## config.mk

```make
export PLATFORM = sky130hd
export DESIGN_NAME = pipeline_controller
export DESIGN_NICKNAME = d
export VERILOG_FILES = /design/src/rtl/riscv_pipe_ctrl_pkg.sv /design/src/rtl/pipeline_controller_hazard_detect.sv /design/src/rtl/pipeline_controller.sv
export SDC_FILE = /design/constraint.sdc
export NUM_CORES = 1
export LEC_CHECK = 0
export ABC_AREA = 1
export CORE_MARGIN = 2
export CORE_UTILIZATION = 46
export CTS_BUF_LIST = sky130_fd_sc_hd__clkbuf_8
export CTS_CLUSTER_SIZE = 14
export DETAILED_ROUTE_END_ITERATION = 12
export GPL_TIMING_DRIVEN = 0
export PLACE_DENSITY = 0.73
export SLEW_MARGIN = 25
export SYNTH_ARGS = -nofsm -noshare
export SYNTH_HDL_FRONTEND = slang
export SYNTH_SLANG_ARGS = --single-unit
```

## constraint.sdc

```tcl
create_clock -name clk -period 2.21 [get_ports clk]
set_clock_uncertainty 0.05 [all_clocks]
set_input_delay 0.221 -clock clk [delete_from_list [all_inputs] [get_ports clk]]
set_output_delay 0.221 -clock clk [all_outputs]
set_load 0.1 [all_outputs]
```

## src/rtl/riscv_pipe_ctrl_pkg.sv

```systemverilog
// Shared types and control encodings for the pipeline hazard/sequencing controller.
// Control vectors list the five register enables followed by the four flushes.
package riscv_pipe_ctrl_pkg;

    typedef enum logic [0:0] {
        RUN      = 1'b0,
        MEM_WAIT = 1'b1
    } state_e;

    typedef struct packed {
        logic pc_en;
        logic if_id_en;
        logic id_ex_en;
        logic ex_mem_en;
        logic mem_wb_en;
        logic if_id_fl;
        logic id_ex_fl;
        logic ex_mem_fl;
        logic mem_wb_fl;
    } ctrl_t;

    localparam ctrl_t CTRL_RUN          = 9'b11111_0000;
    localparam ctrl_t CTRL_BRANCH_FLUSH = 9'b11111_1100;
    localparam ctrl_t CTRL_LOAD_STALL   = 9'b00111_0100;
    // MEM/WB gets a bubble so the waiting access does not retire twice
    localparam ctrl_t CTRL_FREEZE       = 9'b00000_0001;

endpackage

```

## src/rtl/pipeline_controller_hazard_detect.sv

```systemverilog
// Load-use comparator: flags an ID instruction that reads the destination
// of a load currently in EX.
module hazard_detect
    import riscv_pipe_ctrl_pkg::*;
#(
    parameter int unsigned REG_ADDR_WIDTH = 5
) (
    input  logic [REG_ADDR_WIDTH-1:0] id_rs1_i,
    input  logic [REG_ADDR_WIDTH-1:0] id_rs2_i,
    input  logic                      id_uses_rs1_i,
    input  logic                      id_uses_rs2_i,
    input  logic                      ex_mem_read_i,
    input  logic [REG_ADDR_WIDTH-1:0] ex_rd_i,
    output logic                      hazard_o
);

    logic rd_nonzero;
    logic rs1_hit;
    logic rs2_hit;

    assign rd_nonzero = |ex_rd_i;
    assign rs1_hit    = id_uses_rs1_i && (id_rs1_i == ex_rd_i);
    assign rs2_hit    = id_uses_rs2_i && (id_rs2_i == ex_rd_i);
    assign hazard_o   = ex_mem_read_i && rd_nonzero && (rs1_hit || rs2_hit);

endmodule

```

## src/rtl/pipeline_controller.sv

```systemverilog
// Hazard and sequencing controller: load-use stalls, branch squashes,
// memory-wait freeze and saturating debug event counters.
module pipeline_controller
    import riscv_pipe_ctrl_pkg::*;
#(
    parameter int unsigned REG_ADDR_WIDTH = 5,
    parameter int unsigned MEM_LATENCY    = 2,
    parameter int unsigned CNT_WIDTH      = 32
) (
    input  logic                      clk,
    input  logic                      reset,
    input  logic [REG_ADDR_WIDTH-1:0] id_rs1,
    input  logic [REG_ADDR_WIDTH-1:0] id_rs2,
    input  logic                      id_uses_rs1,
    input  logic                      id_uses_rs2,
    input  logic                      ex_mem_read,
    input  logic [REG_ADDR_WIDTH-1:0] ex_rd,
    input  logic                      ex_branch_taken,
    input  logic                      mem_access,
    output logic                      pc_enable,
    output logic                      if_id_enable,
    output logic                      id_ex_enable,
    output logic                      ex_mem_enable,
    output logic                      mem_wb_enable,
    output logic                      if_id_flush,
    output logic                      id_ex_flush,
    output logic                      ex_mem_flush,
    output logic                      mem_wb_flush,
    output logic                      frozen,
    output logic [CNT_WIDTH-1:0]      stall_count,
    output logic [CNT_WIDTH-1:0]      flush_count
);

    localparam int unsigned TW_RAW = $clog2(MEM_LATENCY);
    localparam int unsigned TW     = (TW_RAW < 1) ? 1 : TW_RAW;
    localparam bit          FRZ_EN = (MEM_LATENCY > 1);
    localparam int unsigned T_INIT = FRZ_EN ? MEM_LATENCY - 2 : 0;

    localparam logic [TW-1:0] TIMER_INIT = TW'(T_INIT);

    state_e               state_q, state_d;
    logic [TW-1:0]        timer_q, timer_d;
    logic [CNT_WIDTH-1:0] stall_q, stall_d;
    logic [CNT_WIDTH-1:0] flush_q, flush_d;

    ctrl_t ctrl;
    logic  frz;
    logic  advance;
    logic  load_use;
    logic  stall_ev;
    logic  flush_ev;

    hazard_detect #(
        .REG_ADDR_WIDTH(REG_ADDR_WIDTH)
    ) u_hazard (
        .id_rs1_i      (id_rs1),
        .id_rs2_i      (id_rs2),
        .id_uses_rs1_i (id_uses_rs1),
        .id_uses_rs2_i (id_uses_rs2),
        .ex_mem_read_i (ex_mem_read),
        .ex_rd_i       (ex_rd),
        .hazard_o      (load_use)
    );

    always_comb begin
        state_d = state_q;
        timer_d = timer_q;
        frz     = 1'b0;
        advance = 1'b0;
        unique case (state_q)
            RUN: begin
                if (mem_access && FRZ_EN) begin
                    frz     = 1'b1;
                    state_d = MEM_WAIT;
                    timer_d = TIMER_INIT;
                end else begin
                    advance = 1'b1;
                end
            end
            MEM_WAIT: begin
                if (timer_q != '0) begin
                    frz     = 1'b1;
                    timer_d = timer_q - TW'(1);
                end else begin
                    advance = 1'b1;
                    state_d = RUN;
                end
            end
            default: begin
                state_d = RUN;
                timer_d = '0;
            end
        endcase
    end

    // Freeze masks hazards; held ID/EX contents re-raise them on release
    always_comb begin
        ctrl     = CTRL_RUN;
        stall_ev = 1'b0;
        flush_ev = 1'b0;
        if (frz) begin
            ctrl     = CTRL_FREEZE;
            stall_ev = 1'b1;
        end else if (advance && ex_branch_taken) begin
            ctrl     = CTRL_BRANCH_FLUSH;
            flush_ev = 1'b1;
        end else if (advance && load_use) begin
            ctrl     = CTRL_LOAD_STALL;
            stall_ev = 1'b1;
        end
    end

    always_comb begin
        stall_d = stall_q;
        flush_d = flush_q;
        if (stall_ev && (stall_q != '1)) begin
            stall_d = stall_q + CNT_WIDTH'(1);
        end
        if (flush_ev && (flush_q != '1)) begin
            flush_d = flush_q + CNT_WIDTH'(1);
        end
    end

    always_ff @(posedge clk or negedge reset) begin
        if (!reset) begin
            state_q <= RUN;
            timer_q <= '0;
            stall_q <= '0;
            flush_q <= '0;
        end else begin
            state_q <= state_d;
            timer_q <= timer_d;
            stall_q <= stall_d;
            flush_q <= flush_d;
        end
    end

    assign pc_enable     = ctrl.pc_en;
    assign if_id_enable  = ctrl.if_id_en;
    assign id_ex_enable  = ctrl.id_ex_en;
    assign ex_mem_enable = ctrl.ex_mem_en;
    assign mem_wb_enable = ctrl.mem_wb_en;
    assign if_id_flush   = ctrl.if_id_fl;
    assign id_ex_flush   = ctrl.id_ex_fl;
    assign ex_mem_flush  = ctrl.ex_mem_fl;
    assign mem_wb_flush  = ctrl.mem_wb_fl;
    assign frozen        = frz;
    assign stall_count   = stall_q;
    assign flush_count   = flush_q;

endmodule

```

Yosys cells after proc, flatten, opt, wreduce, memory -nomap -nowiden
Index checks and enable logic that the tools add are counted.
Operators by class
  bitwise logic cells: 1
  eq/ne operators: 5
  mux-type cells: 17
  reductions and logical operators: 10
  add/subtract/negate cells: 3
Operator list (count)
  32-bit by 1-bit adder with 32-bit output, second input constant: 2
  32-bit inequality test, second input constant: 2
  9-bit 2-to-1 mux: 3
  1-bit 2-to-1 mux: 11
  5-bit equality test: 2
  1-bit logical AND: 8
  1-bit one-hot mux with 2 select lines: 3
  5-bit OR reduction: 1
  2-bit inequality test, second input constant: 1
  1-bit logical OR: 1
  1-bit NOT: 1
  1-bit subtractor, second input constant: 1
Storage, ports and cells
  register bits after elaboration: 66
  word-level logic and storage cells: 40
  bits of input ports: 22

Logic depth before layout (Yosys ltp)
Gate-level depths: netlist (run 1).
  depth after elaboration: 9
  mapped depth: 12

Modules after synthesis
A second synthesis (run 1) with hierarchy kept.
Second synthesis, totals
  cells, all modules: 751
  area, all modules: 4563.1 um^2
By module, submodules not included
  pipeline_controller: instances 1, area each 4346.7 um^2, sequential area each 1626.6 um^2, cells an instance 697
  hazard_detect: instances 1, area each 216.5 um^2, sequential area each 0.0 um^2, cells an instance 54

Worst setup path after synthesis (run 1)
No wires, ideal clock.
  path kind: register -> output
  from: reg state_q
  to: out pc_enable
  data arrival time: 2.449 ns
  stages on the path, launching flop included: 10
  required time: 1.939 ns
  path slack: -0.510 ns
  cells stage by stage: dfrtp_1 > or2_1 > buf_2 > nand3_1 > inv_2 > nand3_1 > nand2_2 > buf_2 > inv_1 > buf_4
Between the ends
  cells in the longest elaborated chain, start to end: 6
  elaborated cells on any way between the ends: 8
  classes of those cells: mux: 5; bitwise: 1; reduce/logical: 2
Ends and longest elaborated chain
  start, declared: line pipeline_controller.sv:41  | state_e state_q, state_d;
  start signal, assigned: line pipeline_controller.sv:131  | state_q <= state_d;
  1-bit NOT
  1-bit one-hot mux with 2 select lines: line pipeline_controller.sv:70  | unique case (state_q)
  1-bit logical AND: line pipeline_controller.sv:107  | end else if (advance && load_use) begin
  9-bit 2-to-1 mux: line pipeline_controller.sv:107
  9-bit 2-to-1 mux: line pipeline_controller.sv:104  | end else if (advance && ex_branch_taken) begin
  9-bit 2-to-1 mux *: line pipeline_controller.sv:101  | if (frz) begin
  end, declared: line pipeline_controller.sv:20  | output logic pc_enable,
Every way passes the cells marked *; elsewhere a longest branch is shown, timed or not.

Final worst setup path (run 1)
  from: reg flush_q[7] (netlist: flush_count[7])
  to: out flush_count[7]
RTL lines
  start, declared: line pipeline_controller.sv:44  | logic [CNT_WIDTH-1:0] flush_q, flush_d;
  start signal, assigned: line pipeline_controller.sv:134  | flush_q <= flush_d;
  end, declared: line pipeline_controller.sv:31  | output logic [CNT_WIDTH-1:0] flush_count
No word-level cell between the ends.

==> results of run 1 <==
-- worst min-delay path by stage --
stage	start	to	cells after the start
after floorplan	reset	flush_count[0]	0
after global placement	flush_count[6]	flush_count[6]	1
after detailed placement	reset	stall_count[23]	1
after CTS	reset	stall_count[23]	2
after global routing	reset	stall_count[12]	2
final	reset	stall_count[23]	2
-- timing repair --
action / CTS / global route
setup buffers: 0 / 5
hold buffers: 1 / 0
gates resized for setup: 60 / 33
endpoints found under the setup margin: 39 / 24
endpoints found under the hold margin: 19 / 0
pin swaps: 0 / 2
-- final cells by class --
cell class	count	area (µm²)	area share (%)
flip-flops and latches	65	1643	27.57
multi-input cells	504	2404	40.33
clock buffers	10	137.6	2.309
clock inverters	6	53.80	0.9028
inverters	90	341.6	5.732
repair buffers	101	1045	17.53
plain buffers	18	168.9	2.834
well taps	133	166.4	2.792
-- kinds of logic after synthesis --
group,count (synthesis)
AND/OR/NAND/NOR,453
buffers and inverters,108
AO/OA/AOI/OAI,9
XOR/XNOR,39
other,1
adder cells (fa/ha/maj),2
flip-flops,65
-- per-stage QoR --
stage | power [mW] | setup slack [ns]
floorplan | 2.699 | -0.2017
global placement | 3.100 | -1.573
detailed placement | 3.125 | -0.9768
CTS | 4.098 | -0.1336
global route | 4.250 | -0.03748
finish | 4.080 | 0.03364
-- power by group through the flow --
stage,clock network (mW),registers [mW],logic [mW]
after CTS,1.02,1.48,1.60
after detailed placement,0,1.50,1.62
final,0.998,1.47,1.61
after global placement,0,1.50,1.60
after global routing,1.06,1.50,1.69
after floorplan,0,2.27,0.427
-- flip-flops by register name, summed over array words and instances, names as in the netlist --
register	cells
stall_count	32
state_q	1
flush_count	32
-- cell usage after synthesis, types with 4 or more instances --
| cell type | n |
|---|---|
| nand2_1 | 254 |
| buf_4 | 7 |
| buf_2 | 4 |
| nand3b_1 | 4 |
| nor3_1 | 20 |
| nand3_1 | 51 |
| inv_2 | 6 |
| xor2_1 | 33 |
| dfrtp_1 | 65 |
| buf_6 | 6 |
| nor2_1 | 80 |
| xnor2_1 | 6 |
| o21ai_0 | 6 |
| inv_1 | 84 |
| nor2_2 | 7 |
| nand4_1 | 8 |
| nand2_2 | 14 |
-- routing by layer --
layer | global-route usage [%] | vias up | part of all wire [%]
met1 | 33.55 | 2041 | 48
li1 | - | 2292 | -
met3 | 3.864 | 15 | 6.5
met5 | 0 | - | 0
met4 | 7.591 | 0 | 1.3
met2 | 36.36 | 152 | 44
==> metrics.txt, run 1 <==
ant diodes 0; Cell Pwr Density 684.6 mW/mm²; crit start category flop; Worst R2R Path Depth 9; largest net degree at the start of global routing 47; DPL Wire Length 9395 µm; Hold WC Path Type in -> async; clk sink count 65; Synth Net Count 701; status completed; Crit. path cell count 1; post-synth top area share ~36%; DR WL/cell 13.04 µm; post-synthesis simple-gate area fraction 43.70%; Internal between 2 and 2.5 mW; Synth Flop Type dfrtp_1; initial standard-cell utilization of the core 46.90%; Global Route Usage Sum about a quarter; CP peak stage delay 1.15 ns; Synth Cell Area about 0.0045 mm²; clk_lat worst skew 0.35 ns; core area 0.009639 mm²; die footprint ~0.011 mm²; Post-DP Area 0.005675 mm²; Final ANT Viol Nets 0; first-pass GRT wire length 19400 µm; CTS Root Buffer Type clkbuf_8; reg2reg start stall_count[12]; #FFs+latches synth 65; fin nets about 810; final-report setup violation count 0; final worst-path cycle share 98.48%; post-synthesis sequential area ratio 35.98%; slowest stage cell, crit path clkdlybuf4s50_1; die height just over 100 µm; crit path max fanout 4; num ports 96; Initial DRC Count 221; Die W roughly 100 µm; antenna violations before repair 0; RePlAce Congestion 0.9346; Arr. time, crit path 1.91 ns; Least-Margin Pin Slew 0.9819 ns; port bufs 94; post-synth cell types 32; WP data required 1.94 ns; # DRC 0; Finished Cell Area between 0.005 and 0.006 mm²; Synth Area in Compound Gates roughly 1.1%; main combinational cell family by area after synthesis simple AND/OR/NAND/NOR gates; Slew Viols, Final 0; drt via density 4.854; Worst path top cell family by delay buffers and inverters; synthesized instance count 677; post-synth top area cell dfrtp_1; CP Buf/Inv Count 1; Pre-antenna DRT Iters 5; P&R area growth vs syn 31.83%; FMAX 459.5 MHz; vias in the first global route 4026; CTS tree built; Reg clk slew, reported paths about 0.08 ns; most common cell after layout, fill and taps aside nand2_1; sw frac 45.55%; Logic pwr share 39.4%; ranking of synthesized cells by area dfrtp_1 (36%), nand2_1 (21%), inv_1 (7.0%); beginning of the critical path flush_count[7]; CP Cell Sequence clkdlybuf4s50_1; Cells after DPL 905; CTS H-Tree Depth 3; CP endpoint kind output port; fillers between 900 and 1000; Rel. slew slack between 30% and 40%; Post-synth EDFFs 0; share of synthesized registers carrying an async set or reset 100.0%; via count 4500; RSZ-0062 raised after global routing yes; WHS 0.2547 ns; final WL between 10000 and 15000 µm; # rows 36; CTS Buffer Depth 2; Clk pwr share roughly 25%; Worst R2R Setup Slack ~0.32 ns; most frequent cells in the layout nand2_1 (252), inv_1 (86), nor2_1 (79), dfrtp_1 (52), nand3_1 (51); Worst Setup EP flush_count[7]; Synth Area in XOR/XNOR 7.556%; FF-to-FF End stall_count[21]; final worst path period need 2.176 ns; worst vdd ir 0.7149 mV; Non-Filler Instances 927; Hold Fails Final Rpt 0; Yosys warning total 0; post-synthesis adder-cell area fraction 0.5536%; layout cells sized above 1 12.47%; Inserted Clock Buffers 9; net switching power 1.859 mW; setup TNS 0 ns; Leak Pwr 3.281 nW; max-cap viol count 0; Reg power frac between 30% and 40%; multiplexer area fraction after synthesis 0%; gr ovfl total 0; fin util about three fifths; crit path kind reg -> out; Syn Area/Cell about 6.7 µm²
(Power assumes the default switching activity.)
==> run 2, diff against run 1 <==
--- a/config.mk
+++ b/config.mk
@@ -6,6 +6,7 @@
 export NUM_CORES = 1
 export LEC_CHECK = 0
 export ABC_AREA = 1
+export CORE_ASPECT_RATIO = 0.5
 export CORE_MARGIN = 2
 export CORE_UTILIZATION = 46
 export CTS_BUF_LIST = sky130_fd_sc_hd__clkbuf_8
==> metrics.txt, run 2 (same netlist as run 1, synthesis figures left out) <==
Least-Margin Pin Slew 0.9845 ns; most common cell after layout, fill and taps aside nand2_1; FMAX 458.0 MHz; Finished Cell Area just under 0.006 mm²; DPL Wire Length between 9000 and 10000 µm; reg2reg start stall_count[0]; CTS Root Buffer Type clkbuf_8; Worst path top cell family by delay buffers and inverters; Internal 2.171 mW; Slew Viols, Final 0; Reg power frac a little over a third; largest net degree at the start of global routing 49; drt via density 4.852; DR WL/cell 13.14 µm; WHS between 0.2 and 0.25 ns; status completed; Leak Pwr between 3 and 4 nW; first-pass GRT wire length 20080 µm; CP Buf/Inv Count 1; clk sink count 65; initial standard-cell utilization of the core 47.54%; Initial DRC Count 221; final worst path period need 2.183 ns; Hold Fails Final Rpt 0; final WL 12140 µm; CTS Buffer Depth 2; Die W 144.2 µm; crit start category flop; final worst-path cycle share approximately 99%; num ports 96; Hold WC Path Type in -> async; Worst R2R Setup Slack 0.35 ns; met3 usage 5.023%; crit path kind reg -> out; most frequent cells in the layout nand2_1 (254), inv_1 (86), nor2_1 (80), dfrtp_1 (52), dlygate4sd2_1 (52); Inserted Clock Buffers 9; core area 0.009509 mm²; via count 4483; Reg clk slew, reported paths 0.07 ns; port bufs 94; die footprint 0.01068 mm²; vias in the first global route ~4200; # DRC 0; die height 74.10 µm; worst vdd ir 0.4592 mV; GRT met2 Usage 41.80%; RePlAce Congestion 0.8995; # rows 25; final-report setup violation count 0; layout cells sized above 1 about an eighth; CP endpoint kind output port; clk_lat worst skew 0.37 ns; Clk pwr share between 20% and 30%; fin nets around 810; P&R area growth vs syn 29.39%; Post-DP Area 0.005678 mm²; Multi-input gate area between 0.002 and 0.0025 mm²; Final ANT Viol Nets 0; CP peak stage delay 1.15 ns; CTS tree built; sw frac 46.52%; CP Cell Sequence clkdlybuf4s50_1; CTS H-Tree Depth 3; Pre-antenna DRT Iters 4; max-cap viol count 0; RSZ-0062 raised after global routing no; M1 GR Usage 31.34%; crit path max fanout 4; antenna violations before repair 0; net switching power 1.889 mW; GRT busiest layer met2; Logic pwr share 38.5%; Arr. time, crit path around 1.9 ns; Cell Pwr Density between 600 and 700 mW/mm²; WP data required about 1.9 ns; beginning of the critical path flush_count[23]; Rel. slew slack 34.16%; gr ovfl total 0; ant diodes 0; register area 0.001643 mm²; slowest stage cell, crit path clkdlybuf4s50_1; Global Route Usage Sum 24.11%; fillers around 950
## run 2: cell types whose count changed in the layout (fill, tap and decap cells not counted), moves of 2 or more
cell / before / now
buf_4: 14 / 11
clkdlybuf4s50_1: 29 / 24
dlygate4sd2_1: 33 / 52
dlymetal6s2s_1: 25 / 11
nand2_1: 252 / 254
nand2_2: 16 / 13
## run 2: layout make-up
cell class,instances,share of cell area (%)
Buffer,17,2.695
Clock buffer,10,2.353
Clock inverter,6,0.8770
Inverter,90,5.840
Multi-Input combinational cell,504,41.13
Sequential cell,65,28.09
Tap cell,135,2.888
Timing Repair Buffer,97,16.13
## run 2: routing by layer
metal	vias to the layer above	routed length [µm]
li1	2276	-
met1	2094	5633
met2	99	5813
met3	14	562
met4	0	132
met5	-	0
## run 2: worst paths after layout
check                                  end  cells past startpoint
max                        flush_count[23]                      1
min                         stall_count[1]                      2
max reg2reg                stall_count[13]                     10
min reg2reg                 flush_count[6]                      1
max in group asynchronous  flush_count[23]                      3
min in group clk            flush_count[6]                      1
## run 2: power groups by stage
| stage | Combinational (mW) | Sequential, mW | Clock [mW] |
|---|---|---|---|
| floorplan | 0.427 | 2.27 | 0 |
| global placement | 1.61 | 1.50 | 0 |
| detailed placement | 1.64 | 1.50 | 0 |
| CTS | 1.57 | 1.48 | 1.03 |
| global route | 1.65 | 1.50 | 1.08 |
| finish | 1.56 | 1.49 | 1.01 |
## run 2: stage by stage
| stage | setup TNS, ns | utilization, % | worst slack [ns] | total power, mW | std cells |
|---|---|---|---|---|---|
| global route | 0 | 61.51 | 0.002591 | 4.232 | 924 |
| CTS | -0.06619 | 61.12 | -0.06619 | 4.083 | 923 |
| detailed placement | -4.087 | 59.71 | -0.9525 | 3.142 | 907 |
| floorplan | -0.2017 | - | -0.2017 | 2.699 | 677 |
| finish | 0 | 61.51 | 0.02669 | 4.059 | 924 |
| global placement | -99.09 | 59.45 | -1.674 | 3.111 | 906 |
## run 2: timing repair
action,in CTS,in global routing
hold buffers,1,0
resized for setup,77,15
setup endpoints to repair,58,14
pin swaps,0,1
endpoints found under the hold margin,23,0
setup buffers,0,1
cloned,0,0
